File: config.mk
export PLATFORM = sky130hd
export DESIGN_NAME = branch_ctrl
export DESIGN_NICKNAME = d
export VERILOG_FILES = /design/src/rtl/core_pkg.sv /design/src/rtl/flush_cnt.sv /design/src/rtl/branch_ctrl.sv
export SDC_FILE = /design/constraint.sdc
export NUM_CORES = 1
export LEC_CHECK = 0
export BUFFER_PORTS_ARGS = -buffer_cell sky130_fd_sc_hd__buf_2
export CAP_MARGIN = 20
export CORE_MARGIN = 3
export CORE_UTILIZATION = 40
export CTS_CLUSTER_SIZE = 12
export DETAILED_ROUTE_END_ITERATION = 6
export PLACE_DENSITY_LB_ADDON = 0.3
export SYNTH_ARGS = -nofsm -noshare
export SYNTH_HDL_FRONTEND = slang
export SYNTH_SLANG_ARGS = --single-unit
export TNS_END_PERCENT = 1
File: constraint.sdc
create_clock -name clk -period 2.6 [get_ports clk]
set_input_delay 0.26 -clock clk [delete_from_list [all_inputs] [get_ports clk]]
set_output_delay 0.26 -clock clk [all_outputs]
set_load 0.02 [all_outputs]
File: src/rtl/core_pkg.sv
`default_nettype none
// ============================================================================
// Module  : core_pkg
// Brief   : Shared branch funct3 encodings and branch-controller state type.
// Revision: 1.0 - initial release
// ============================================================================
package core_pkg;

    localparam logic [2:0] c_f3_beq  = 3'b000;
    localparam logic [2:0] c_f3_bne  = 3'b001;
    localparam logic [2:0] c_f3_blt  = 3'b100;
    localparam logic [2:0] c_f3_bge  = 3'b101;
    localparam logic [2:0] c_f3_bltu = 3'b110;
    localparam logic [2:0] c_f3_bgeu = 3'b111;

    typedef enum logic [1:0] {
        ST_IDLE     = 2'd0,
        ST_EVAL     = 2'd1,
        ST_REDIRECT = 2'd2,
        ST_FLUSH    = 2'd3
    } br_state_e;

    // Only the six conditional-branch encodings are legal without a jump.
    function automatic logic is_illegal_f3(input logic [2:0] f3);
        return !(f3 inside {c_f3_beq, c_f3_bne, c_f3_blt,
                            c_f3_bge, c_f3_bltu, c_f3_bgeu});
    endfunction

endpackage
`default_nettype wire

File: src/rtl/flush_cnt.sv
`default_nettype none
// ============================================================================
// Module  : flush_cnt
// Brief   : Loadable 4-bit down-counter timing the post-redirect flush window.
// Revision: 1.0 - initial release
// ============================================================================
module flush_cnt (
    input  logic       clk,
    input  logic       rst_n,
    input  logic       i_load,
    input  logic [3:0] i_load_val,
    input  logic       i_dec,
    output logic       o_last
);

    logic [3:0] r_count;

    always_ff @(posedge clk or negedge rst_n) begin
        if (!rst_n) begin
            r_count <= 4'd0;
        end else if (i_load) begin
            r_count <= i_load_val;
        end else if (i_dec && (r_count != 4'd0)) begin
            r_count <= r_count - 4'd1;
        end
    end

    assign o_last = (r_count == 4'd1);

endmodule
`default_nettype wire

File: src/rtl/branch_ctrl.sv
`default_nettype none
// ============================================================================
// Module  : branch_ctrl
// Brief   : Branch/jump resolution FSM driving a shared comparator, fetch
//           redirect, flush window and taken-redirect counter.
// Revision: 1.0 - initial release
// ============================================================================
module branch_ctrl
    import core_pkg::*;
#(
    parameter int FLUSH_CYCLES = 2
) (
    input  logic        clk,
    input  logic        rst_n,
    input  logic        br_valid,
    output logic        br_ready,
    input  logic        br_jump,
    input  logic [2:0]  br_funct3,
    input  logic [31:0] br_rs1_d,
    input  logic [31:0] br_rs2_d,
    input  logic [31:0] br_pc,
    input  logic [31:0] br_imm,
    output logic [31:0] cmp_rs1_d,
    output logic [31:0] cmp_rs2_d,
    output logic [2:0]  cmp_op,
    input  logic        cmp_b,
    output logic        resolve_valid,
    output logic        resolve_taken,
    output logic        redirect_valid,
    output logic [31:0] redirect_pc,
    output logic        flush,
    output logic        illegal,
    output logic        misaligned,
    output logic [15:0] taken_cnt
);

    localparam logic [3:0] c_flush_init = 4'(FLUSH_CYCLES);

    br_state_e   r_state;
    logic [2:0]  r_funct3;
    logic [31:0] r_rs1;
    logic [31:0] r_rs2;
    logic [31:0] r_target;
    logic        r_illegal;
    logic [15:0] r_taken_cnt;

    logic w_accept;
    logic w_in_eval;
    logic w_in_redirect;
    logic w_aligned;
    logic w_redirect_ok;
    logic w_flush_last;

    assign w_accept      = br_valid && br_ready;
    assign w_in_eval     = (r_state == ST_EVAL);
    assign w_in_redirect = (r_state == ST_REDIRECT);
    assign w_aligned     = (r_target[1:0] == 2'b00);
    assign w_redirect_ok = w_in_redirect && w_aligned;

    flush_cnt u_flush_cnt (
        .clk        (clk),
        .rst_n      (rst_n),
        .i_load     (w_redirect_ok),
        .i_load_val (c_flush_init),
        .i_dec      (r_state == ST_FLUSH),
        .o_last     (w_flush_last)
    );

    always_ff @(posedge clk or negedge rst_n) begin
        if (!rst_n) begin
            r_state     <= ST_IDLE;
            r_funct3    <= 3'd0;
            r_rs1       <= 32'd0;
            r_rs2       <= 32'd0;
            r_target    <= 32'd0;
            r_illegal   <= 1'b0;
            r_taken_cnt <= 16'd0;
        end else begin
            r_illegal <= 1'b0;
            case (r_state)
                ST_IDLE: begin
                    if (w_accept) begin
                        r_funct3 <= br_funct3;
                        r_rs1    <= br_rs1_d;
                        r_rs2    <= br_rs2_d;
                        r_target <= br_pc + br_imm;
                        if (br_jump) begin
                            r_state <= ST_REDIRECT;
                        end else if (is_illegal_f3(br_funct3)) begin
                            r_illegal <= 1'b1;
                        end else begin
                            r_state <= ST_EVAL;
                        end
                    end
                end
                ST_EVAL: begin
                    r_state <= cmp_b ? ST_REDIRECT : ST_IDLE;
                end
                ST_REDIRECT: begin
                    // A misaligned target is reported instead of redirecting.
                    if (w_aligned) begin
                        if (r_taken_cnt != 16'hFFFF) begin
                            r_taken_cnt <= r_taken_cnt + 16'd1;
                        end
                        r_state <= (FLUSH_CYCLES == 0) ? ST_IDLE : ST_FLUSH;
                    end else begin
                        r_state <= ST_IDLE;
                    end
                end
                ST_FLUSH: begin
                    if (w_flush_last) begin
                        r_state <= ST_IDLE;
                    end
                end
                default: r_state <= ST_IDLE;
            endcase
        end
    end

    assign br_ready       = (r_state == ST_IDLE);
    assign cmp_op         = w_in_eval ? r_funct3 : 3'b000;
    assign cmp_rs1_d      = w_in_eval ? r_rs1 : 32'd0;
    assign cmp_rs2_d      = w_in_eval ? r_rs2 : 32'd0;
    assign resolve_valid  = w_in_eval;
    assign resolve_taken  = w_in_eval && cmp_b;
    assign redirect_valid = w_redirect_ok;
    assign redirect_pc    = w_redirect_ok ? r_target : 32'd0;
    assign flush          = (r_state == ST_FLUSH);
    assign illegal        = r_illegal;
    assign misaligned     = w_in_redirect && !w_aligned;
    assign taken_cnt      = r_taken_cnt;

endmodule
`default_nettype wire

# Word level (Yosys, flattened, before mapping)
# Index checks and enable logic that the tools add are counted.
[totals] in_bits=136 reg_bits=122
[classes] n_mux=17 n_eq_ne=13 n_addsub=3 n_reduce_logical=15
[ops] operator="$mux 32" n=3
[ops] operator="$add 32x32->32" n=1
[ops] operator="$add 16x1->16 const B" n=1
[ops] operator="$ne 16x16->1 const B" n=1
[ops] operator="$eq 3x3->1 const B" n=4
[ops] operator="$mux 2" n=6
[ops] operator="$mux 4" n=2
[ops] operator="$pmux 2 s4" n=1
[ops] operator="$reduce_and 3->1" n=2
[ops] operator="$reduce_bool 6->1" n=1
[ops] operator="$logic_and 1x1->1" n=5
[ops] operator="$eq 2x2->1 const B" n=2
[ops] operator="$eq 4x1->1 const B" n=1
[ops] operator="$logic_not 2->1" n=2
[ops] operator="$mux 1" n=4
[ops] operator="$reduce_bool 4->1" n=1
[ops] operator="$sub 4x1->4 const B" n=1
[ops] operator="$eq 3x1->1 const B" n=1
[ops] operator="$logic_not 3->1" n=1
[ops] operator="$mux 3" n=1
[ops] operator="$ne 3x1->1 const B" n=1
[ops] operator="$eq 2x1->1 const B" n=1
[ops] operator="$ne 2x1->1 const B" n=1
[ops] operator="$ne 2x2->1 const B" n=1
[ops] operator="other kinds (3)" n=3

# Longest topological paths before layout
# Gate-level depths: netlist of the first run.
[depth] word_depth=6 mapped_depth=9 ltp_nobuf=9

# Modules after synthesis
# A second synthesis of the first run with hierarchy kept.
[hier_totals] cells_unflattened=845 hier_area_um2=7114.3
[by_module_without_submodules] mod="branch_ctrl" instances=1 cells_each=816 seq_area_each_um2=2952.8 area_each_um2=6831.6
[by_module_without_submodules] mod="flush_cnt" instances=1 cells_each=29 seq_area_each_um2=100.1 area_each_um2=282.8

# Worst setup path after synthesis of the first run
# Ideal clock, no wire load.
[synth_path] path_type="input-to-reg" from="input port br_pc[0]" to="register r_target[28]" path_stages=9 arrival_time_ns=2.209 required_ns=2.462 setup_time_ns=0.138 setup_slack_ns=0.253 cell_sequence="ha_1 fa_1 a211oi_1 o21ai_2 a31oi_1 nor3_1 o32ai_1 mux2i_1 o311ai_1"
[synth_via] elab_chain_cells=1
[synth_lines] item="start: declaration" line="branch_ctrl.sv:21" rtl="input logic [31:0] br_pc,"
[synth_lines] item="$add 32x32->32" line="branch_ctrl.sv:86" rtl="r_target <= br_pc + br_imm;"
[synth_lines] item="end signal: assignment" line="branch_ctrl.sv:86"
[synth_lines] item="end: declaration" line="branch_ctrl.sv:43" rtl="logic [31:0] r_target;"
# No other way between the ends.
# A chain may end at the register's enable or synchronous reset.

# Worst setup path after layout of the first run
[layout_path] from="register r_state[0]" to="output port redirect_pc[26]"
[layout_via] elab_chain_cells=3
[layout_lines] item="start: declaration" line="branch_ctrl.sv:39" rtl="br_state_e r_state;"
[layout_lines] item="start signal: assignment" line="branch_ctrl.sv:97" rtl="r_state <= cmp_b ? ST_REDIRECT : ST_IDLE;"
[layout_lines] item="start signal: assignment" line="branch_ctrl.sv:105" rtl="r_state <= (FLUSH_CYCLES == 0) ? ST_IDLE : ST_FLUSH;"
[layout_lines] item="$eq 2x2->1" line="branch_ctrl.sv:56" rtl="assign w_in_redirect = (r_state == ST_REDIRECT);"
[layout_lines] item="$logic_and 1x1->1" line="branch_ctrl.sv:58" rtl="assign w_redirect_ok = w_in_redirect && w_aligned;"
[layout_lines] item="$mux 32" line="branch_ctrl.sv:127" rtl="assign redirect_pc = w_redirect_ok ? r_target : 32'd0;"
[layout_lines] item="end: declaration" line="branch_ctrl.sv:30" rtl="output logic [31:0] redirect_pc,"
# No other way between the ends.

==> reports/results.ini, run 1 <==
[outcome]
status=complete, no violations

[synthesis]
synthAdderAreaFrac=0.0613
syn_inst=882
synthArstFlopShare=1.00
synth_top_family_by_area=simple AND/OR/NAND/NOR gates
synth_edf_count=0
yosysWarnings=0
yosys.area_share.simple=0.315
muxShareOfSynthArea=0.00447
yosysSeqAreaShare=0.420
ys_types=62
syn-cell-area_um2=7270
synth_xor_area_frac=0.0434
syn-mean-instance-area_um2=8.24
ys_ff_latch=122
synth_compound_area_frac=0.125
synth_ff_type=dfrtp_1

[setup_path]
cp-end-kind=output port
r2r_start=taken_cnt[7]
r2r-end=taken_cnt[1]
crit_start=r_state[0]
required_ns=2.34
rrSetupSlack_ns=0.42
crit_chain=nand2b_1 -> nand2b_1 -> inv_1 -> buf_4 -> and2_1 -> buf_2
cp_slowest_cell=dfrtp_1
critPathLaunchType=flop
reg2reg_depth=5
crit_top_cell=nand2b_1
critPathMaxStageDelay_ns=0.42
worstSetupPathType=flop to output port
worst_ep_arrival_time_ns=2.16
path_max_fanout=34
endpoint=redirect_pc[26]

[final_layout]
fin_nets=1297
instances_no_fill=1364
drive_gt1_frac=0.285
fillers=1694
antenna_cells=0
seq_area_um2=3050
areaGrowthSynthToFinish_pct=29.7
finalInstanceArea_um2=9430
fin_util=0.538
multiInputGateArea_um2=4020

[sta]
rsz0062_at_grt=false
tightest_slew_ns=0.580
finalSetupViolCount=0
finalHoldViolCount=0
drv_slew=0
setup_ws_ns=0.175
min_period_ns=2.42
fin_worst_skew_ns=0.00829
max_freq_ghz=0.412
slew_headroom=0.608
period_share=0.933

[hold_path]
hold_class=primary input to flop

[place]
gp_congestion=0.848
port_buffers=255
dp.cells=1331
dpl_worst_slack_ns=-0.0815
post_dp_cell_area_um2=8820
hpwlAfterDp_um=14900

[global_route]
grt_most_used_layer=met2
antenna_found_initial=0
met3_usage=0.0421
grt_pass1_vias=6607
use_met1=0.263
grtUsageMet2=0.336
grt_pass1_wl_um=32600
grt_max_degree=71
grt_usage=0.202
overflow=0

[floorplanning]
core_area_um2=17500
initial_core_util=0.415
rows=48
die-area_um2=19800
die_w_um=141
die_h_um=141
ioPinCount=258

[cts]
path_clk_slew_ns=0.06
cts.sinks=122
postCtsSetupBuffers=0
clockBufferDepth=2
cts_tree=built
htreeDepth=4
clk_latency_ns=0.41
cts-root-buf=clkbuf_16
cts-hold-fix-buffers=1
ctsResizeCount=0
cts_buffers=17

[drt]
final_antenna_net_count=0
wl_per_cell_um=14.7
drtIter0Drc=384
vias_per_cell=5.00
via_count=6820
drt_drc_violations_left=0
wl_um=20000
first_pass_iters=4

[pwr]
leakage_nw=5.22
vdd_drop_max_mv=0.426
cellPowerDensity_nw_per_um2=519

[job]
drv_cap=0

## stage by stage
stage               TNS [ns]  power [mW]  hold slack, ns
global placement     -0.0450        2.54           0.281
global route               0        5.11          0.0140
floorplan                  0        2.29         -0.0356
CTS                        0        4.95         0.00984
finish                     0        4.90          0.0296
detailed placement   -0.0815        2.54           0.270
## how the worst min path moves through the flow
stage / startpoint / endpoint / slack, ns / cells after the start
finish: br_rs1_d[4] / r_rs1[4] / 0.03 / 3
global placement: rst_n / r_rs2[15] / 0.28 / 1
CTS: br_rs1_d[4] / r_rs1[4] / 0.01 / 3
floorplan: rst_n / illegal / -0.04 / 0
global route: br_rs1_d[9] / r_rs1[9] / 0.01 / 3
detailed placement: rst_n / r_rs1[2] / 0.27 / 1
## power by group
group	switching, mW	internal, mW
combinational	0.350	0.261
clock	0.930	1.46
sequential	0	1.90
total	1.28	3.62
## kinds of logic (layout without fill, tap and decap cells)
kind of cell    Yosys count  count (layout)
simple gates            494             494
compound gates          135             135
flops                   122             122
buf+inv                  56             312
xor+xnor                 36              36
fa+ha+maj                35              35
mux                       3               3
other cells               1               2
## cell usage in the layout (no fill, tap or decap), types with 5 or more instances in the layout
cell type and count:
a211oi_1 5, or3_1 6, nand2_1 272, a21o_1 8, and3_1 9, nor2_1 36
nor3_1 13, and2_1 102, xnor2_1 24, o21ai_0 36, xor2_1 12, buf_2 254
dfrtp_1 122, nand4_1 12, ha_1 34, a31oi_1 5, clkinv_4 5, nand3_1 21
inv_1 9, clkbuf_16 17, a21oi_1 37, buf_4 11
## worst max-delay path: cells and delay by family, from the launching register on
kind / cells / cell delay (ns)
buffers and inverters: 3 / 0.69
and+or+nand+nor: 3 / 0.62
DFF: 1 / 0.42
## routing by layer
metal | share of wire | vias to the layer above | wire [um]
met5 | 0 | - | 0
met4 | 0.017 | 0 | 347
met3 | 0.058 | 25 | 1160
met2 | 0.48 | 239 | 9620
met1 | 0.44 | 3126 | 8890
li1 | - | 3430 | -
## flip-flops by register name, summed over array words and instances, names as in the netlist
name and flops:
r_rs1 32, r_rs2 32, r_target 32, taken_cnt 16, u_flush_cnt.r_count 4, r_funct3 3
r_state 2, illegal 1
## synth_stat cells, types with 2 or more instances
cell / count / area (um2)
a211oi_1: 5 / 37.5
a211oi_2: 3 / 37.5
a21boi_0: 3 / 22.5
a21o_1: 8 / 60.1
a21oi_1: 37 / 185
a31o_2: 2 / 17.5
a31oi_1: 5 / 31.3
and2_1: 103 / 644
and3_1: 9 / 56.3
buf_1: 2 / 7.51
buf_2: 2 / 10.0
buf_4: 3 / 22.5
clkbuf_1: 39 / 146
dfrtp_1: 122 / 3050
ha_1: 34 / 425
inv_1: 9 / 33.8
mux2_2: 2 / 22.5
nand2_1: 273 / 1020
nand2_2: 2 / 12.5
nand2b_1: 3 / 18.8
nand3_1: 21 / 105
nand3b_1: 2 / 15.0
nand4_1: 12 / 75.1
nor2_1: 36 / 135
nor2b_1: 3 / 18.8
nor3_1: 13 / 65.1
nor4_1: 3 / 18.8
o2111ai_1: 2 / 17.5
o21a_1: 3 / 22.5
o21ai_0: 36 / 180
o21ai_1: 4 / 20.0
o21ai_2: 2 / 17.5
o21bai_1: 4 / 30.0
o311ai_0: 2 / 17.5
o31a_1: 2 / 17.5
o31ai_1: 4 / 30.0
or3_1: 6 / 37.5
or4_1: 3 / 22.5
xnor2_1: 24 / 210
xor2_1: 12 / 105
## cell type report
type                    count  share of cell area
multi-input cells         705               0.426
flip-flops and latches    122               0.324
repair buffers            270               0.153
clock buffers              18              0.0466
well taps                 225              0.0298
clock inverters            14              0.0172
inverters                  10             0.00398
(Power assumes the default switching activity.)
==> run 2: changes to the inputs <==
--- a/config.mk
+++ b/config.mk
@@ -6,12 +6,12 @@
 export NUM_CORES = 1
 export LEC_CHECK = 0
 export BUFFER_PORTS_ARGS = -buffer_cell sky130_fd_sc_hd__buf_2
-export CAP_MARGIN = 20
 export CORE_MARGIN = 3
 export CORE_UTILIZATION = 40
 export CTS_CLUSTER_SIZE = 12
 export DETAILED_ROUTE_END_ITERATION = 6
 export PLACE_DENSITY_LB_ADDON = 0.3
+export RECOVER_POWER = 25
 export SYNTH_ARGS = -nofsm -noshare
 export SYNTH_HDL_FRONTEND = slang
 export SYNTH_SLANG_ARGS = --single-unit
==> constraint.sdc (replaced) <==
create_clock -name clk -period 2.6 [get_ports clk]
set_input_delay 0.52 -clock clk [delete_from_list [all_inputs] [get_ports clk]]
set_output_delay 0.52 -clock clk [all_outputs]
set_load 0.02 [all_outputs]
==> reports/results.ini, run 2 (synthesis results as in run 1) <==
[setup_path]
path_buf_inv=3
crit_chain=nand2b_1 -> nand2b_1 -> inv_2 -> buf_12 -> and2_1 -> buf_2
r2r-end=taken_cnt[1]
path_max_fanout=35
required_ns=2.08
rrSetupSlack_ns=0.41
cp_top_family=simple AND/OR/NAND/NOR gates
crit_top_cell=nand2b_1
r2r_start=taken_cnt[8]
cp_num_cells=6
reg2reg_depth=5
critPathMaxStageDelay_ns=0.42
cp-end-kind=output port
cp_slowest_cell=dfrtp_1
critPathLaunchType=flop
worstSetupPathType=flop to output port
worst_ep_arrival_time_ns=1.93

[hold_path]
hold_class=primary input to flop
whs_endpoint=r_rs1[26]
hold_depth=3
min-delay-start=br_rs1_d[26]

[sta]
setup_ws_ns=0.150
period_share=0.942
tightest_slew_ns=1.68
finalSetupViolCount=0
hold_slack_ns=0.288
drv_slew=123
min_period_ns=2.45
slew_headroom=-0.122
fin_worst_skew_ns=0.0115
max_freq_ghz=0.408
rsz0062_at_grt=false
finalHoldViolCount=0

[pwr]
cellPowerDensity_nw_per_um2=501
pwr-share-comb=0.137
vdd_drop_max_mv=0.366
switchingPower_mw=1.25
pwr-share-seq=0.395
leakage_nw=5.31
swShare=0.260
p_int_mw=3.56
clkPwrFrac=0.468

[outcome]
violations=max-capacitance violations, max-slew violations
status=finished with violations

[final_layout]
fin_nets=1323
fin_util=0.547
final_common_cell=nand2_1
areaGrowthSynthToFinish_pct=32.0
drive_gt1_frac=0.304
mostFrequentLayoutCells=nand2_1 (272), buf_2 (254), dfrtp_1 (122), and2_1 (102), a21oi_1 (37)
antenna_cells=0
reg.largest.list=r_rs1 x32, r_rs2 x32, r_target x32
fillers=1668

[floorplanning]
ioPinCount=258
die_w_um=141
die-area_um2=19800
rows=48
initial_core_util=0.415
core_area_um2=17500
die_h_um=141

[global_route]
grt_pass1_wl_um=33000
grt_usage=0.204
grt_max_degree=123
grt_pass1_vias=6682
antenna_found_initial=0
overflow=0

[drt]
drtIter0Drc=386
first_pass_iters=5
via_count=6872
wl_per_cell_um=14.5
vias_per_cell=4.94
drt_drc_violations_left=0
final_antenna_net_count=0
wl_um=20100

[cts]
clk_latency_ns=0.42
clockBufferDepth=2
htreeDepth=4
cts_tree=built
cts-root-buf=clkbuf_16
path_clk_slew_ns=0.06
cts.sinks=122
cts_buffers=17

[place]
port_buffers=255
hpwlAfterDp_um=14900
dpl_worst_slack_ns=-0.266
gp_congestion=0.859

[job]
drv_cap=1

==> run 2: changes by cell type in the layout (fill, tap and decap cells not counted) <==
cell,change
a211oi_2,+1
buf_4,+25
bufinv_16,-1
clkbuf_8,+1
a211oi_1,-1
inv_1,-1
clkinvlp_4,+6
inv_2,+1
inv_8,-1
clkinv_2,+1
clkbuf_4,+2
inv_6,-2
clkinv_4,-4
dlygate4sd3_1,-1
==> run 2: final cells by class <==
class                      count  area (um2)  area share
tap                          225         282      0.0293
inverter                      10        37.5     0.00391
sequential                   122        3050       0.318
timing repair buffer         296        1640       0.170
multi-input combinational    705        4020       0.419
clock inverter                13         119      0.0124
clock buffer                  19         453      0.0472
==> run 2: timing repair <==
item,in CTS,in global routing
setup buffers,0,0
setup endpoints to repair,0,20
gates resized for setup,0,1
hold buffers,0,0
==> run 2: worst reg2reg max path: cells and delay by family (launching register included) <==
family / cells / cell delay, ns
AOI/OAI and AO/OA: 1 / 0.53
DFF: 1 / 0.44
muxes: 1 / 0.40
and+or+nand+nor: 3 / 0.70
==> run 2: power by group through the flow <==
stage / registers (mW) / logic, mW / clock network, mW
after floorplan: 1.93 / 0.360 / 0
after global placement: 1.93 / 0.654 / 0
after detailed placement: 1.93 / 0.659 / 0
after CTS: 1.90 / 0.664 / 2.31
after global routing: 1.90 / 0.735 / 2.40
final: 1.90 / 0.659 / 2.25
==> run 2: metal layers <==
layer | vias up | share of wire | global-route usage
met2 | 234 | 0.48 | 0.332
met5 | - | 0 | 0
met4 | 0 | 0.028 | 0.0775
li1 | 3475 | - | -
met3 | 39 | 0.063 | 0.0448
met1 | 3124 | 0.43 | 0.266
==> run 2: how the worst max path moves through the flow <==
stage	startpoint	endpoint	slack (ns)
2_1_floorplan	br_pc[0]	r_target[28]	0.04
3_3_place_gp	br_pc[0]	r_target[28]	-0.23
3_5_place_dp	br_pc[0]	r_target[28]	-0.27
4_1_cts	r_state[0]	redirect_pc[16]	0.03
5_1_grt	br_pc[0]	r_target[28]	0.01
6_report	r_state[0]	redirect_pc[16]	0.15
==> run 2: through the flow <==
stage                     TNS, ns  instances  area, um2  total power, mW
final                           0       1390       9600             4.81
after global placement     -0.764       1358       9040             2.59
after global routing            0       1390       9600             5.04
after floorplan                 0        883       7280             2.29
after detailed placement    -1.33       1358       9040             2.59
after CTS                       0       1390       9610             4.87
==> run 3: changes to the inputs <==
==> constraint.sdc (replaced) <==
create_clock -name clk -period 3.05 [get_ports clk]
set_input_delay 0.61 -clock clk [delete_from_list [all_inputs] [get_ports clk]]
set_output_delay 0.61 -clock clk [all_outputs]
set_load 0.02 [all_outputs]
==> reports/results.ini, run 3 (synthesis results as in run 1) <==
[sta]
fin_worst_skew_ns=0.00729
drv_slew=44
setup_ws_ns=0.361
tightest_slew_ns=2.37
period_share=0.882
slew_headroom=-0.581
max_freq_ghz=0.372
rsz0062_at_grt=false
finalSetupTns_ns=0
hold_slack_ns=0.395
min_period_ns=2.69
finalHoldViolCount=0
finalSetupViolCount=0

[cts]
clockBufferDepth=2
clk_latency_ns=0.40
ctsResizeCount=0
cts_buffers=17
htreeDepth=4
cts-hold-fix-buffers=0
cts-root-buf=clkbuf_16
cts_tree=built
postCtsSetupBuffers=0
path_clk_slew_ns=0.06
cts.sinks=122

[setup_path]
path_max_fanout=34
critPathLaunchType=flop
crit_start=r_state[0]
worstSetupPathType=flop to output port
worst_ep_arrival_time_ns=2.08
cp-end-kind=output port
required_ns=2.44
r2r_start=taken_cnt[7]

[global_route]
grt_usage=0.199
grt_pass1_vias=6503
grt_pass1_wl_um=32500
overflow=0
antenna_found_initial=1
grt_max_degree=101

[place]
port_buffers=255
hpwlAfterDp_um=14700
dpl_worst_slack_ns=0.0549
post_dp_cell_area_um2=8770
gp_congestion=0.854
dp.cells=1328

[final_layout]
reg.largest.list=r_rs1 x32, r_rs2 x32, r_target x32
finalInstanceArea_um2=9340
final_common_cell=nand2_1
fin_nets=1293
fin_util=0.533
multiInputGateArea_um2=4020
fillers=1721
mostFrequentLayoutCells=nand2_1 (272), buf_2 (254), dfrtp_1 (122), and2_1 (102), a21oi_1 (37)
drive_gt1_frac=0.282
seq_area_um2=3050
instances_no_fill=1360
areaGrowthSynthToFinish_pct=28.5

[drt]
first_pass_iters=5
drtIter0Drc=421
drt_drc_violations_left=0
via_count=6783
wl_per_cell_um=14.6
wl_um=19800
final_antenna_net_count=0
vias_per_cell=4.99

[floorplanning]
die_h_um=141
die-area_um2=19800
rows=48
die_w_um=141
core_area_um2=17500
initial_core_util=0.415
ioPinCount=258

[pwr]
clkPwrFrac=0.477
leakage_nw=5.17
p_total_mw=4.08
swShare=0.255
cellPowerDensity_nw_per_um2=436
pwr-share-comb=0.125
pwr-share-seq=0.397
switchingPower_mw=1.04
vdd_drop_max_mv=0.337
p_int_mw=3.03

[job]
drv_cap=1

[outcome]
violations=max-capacitance violations, max-slew violations
status=finished with violations

[hold_path]
min-delay-start=br_rs1_d[21]
hold_class=primary input to flop

run 3: per-layer routing:
metal  up-vias  wire length [um]  track usage
met4         0               369       0.0643
met2       227              9570        0.327
li1       3418                 -            -
met5         -                 0            0
met3        29              1090       0.0339
met1      3109              8760        0.268
run 3: path summary, 6_finish.rpt:
kind | cells past startpoint | end | slack, ns
min reg2reg | 2 | r_rs1[4] | 0.46
max | 6 | redirect_pc[26] | 0.36
min in group asynchronous | 1 | r_rs2[15] | 0.92
max in group asynchronous | 2 | u_flush_cnt.r_count[3] | 0.69
min | 3 | r_rs1[21] | 0.40
max reg2reg | 5 | taken_cnt[1] | 0.89
run 3: critical path, cell delays in order, from the launching register on:
cell      delay [ns]
dfrtp_1         0.40
nand2b_1        0.17
nand2b_1        0.22
inv_1           0.16
buf_4           0.32
and2_1          0.22
buf_2           0.18
run 3: layout make-up:
class | count | area share
Clock buffer | 17 | 0.0455
Multi-Input combinational cell | 705 | 0.430
Timing Repair Buffer | 266 | 0.147
Antenna cell | 1 | 0.000268
Sequential cell | 122 | 0.327
Inverter | 10 | 0.00402
Tap cell | 225 | 0.0301
Clock inverter | 14 | 0.0159
run 3: power by group through the flow:
stage | sequential, mW | clock, mW | combinational [mW]
after floorplan | 1.65 | 0 | 0.306
after global placement | 1.65 | 0 | 0.506
after detailed placement | 1.65 | 0 | 0.509
after CTS | 1.62 | 1.99 | 0.512
after global routing | 1.62 | 2.07 | 0.574
final | 1.62 | 1.95 | 0.510
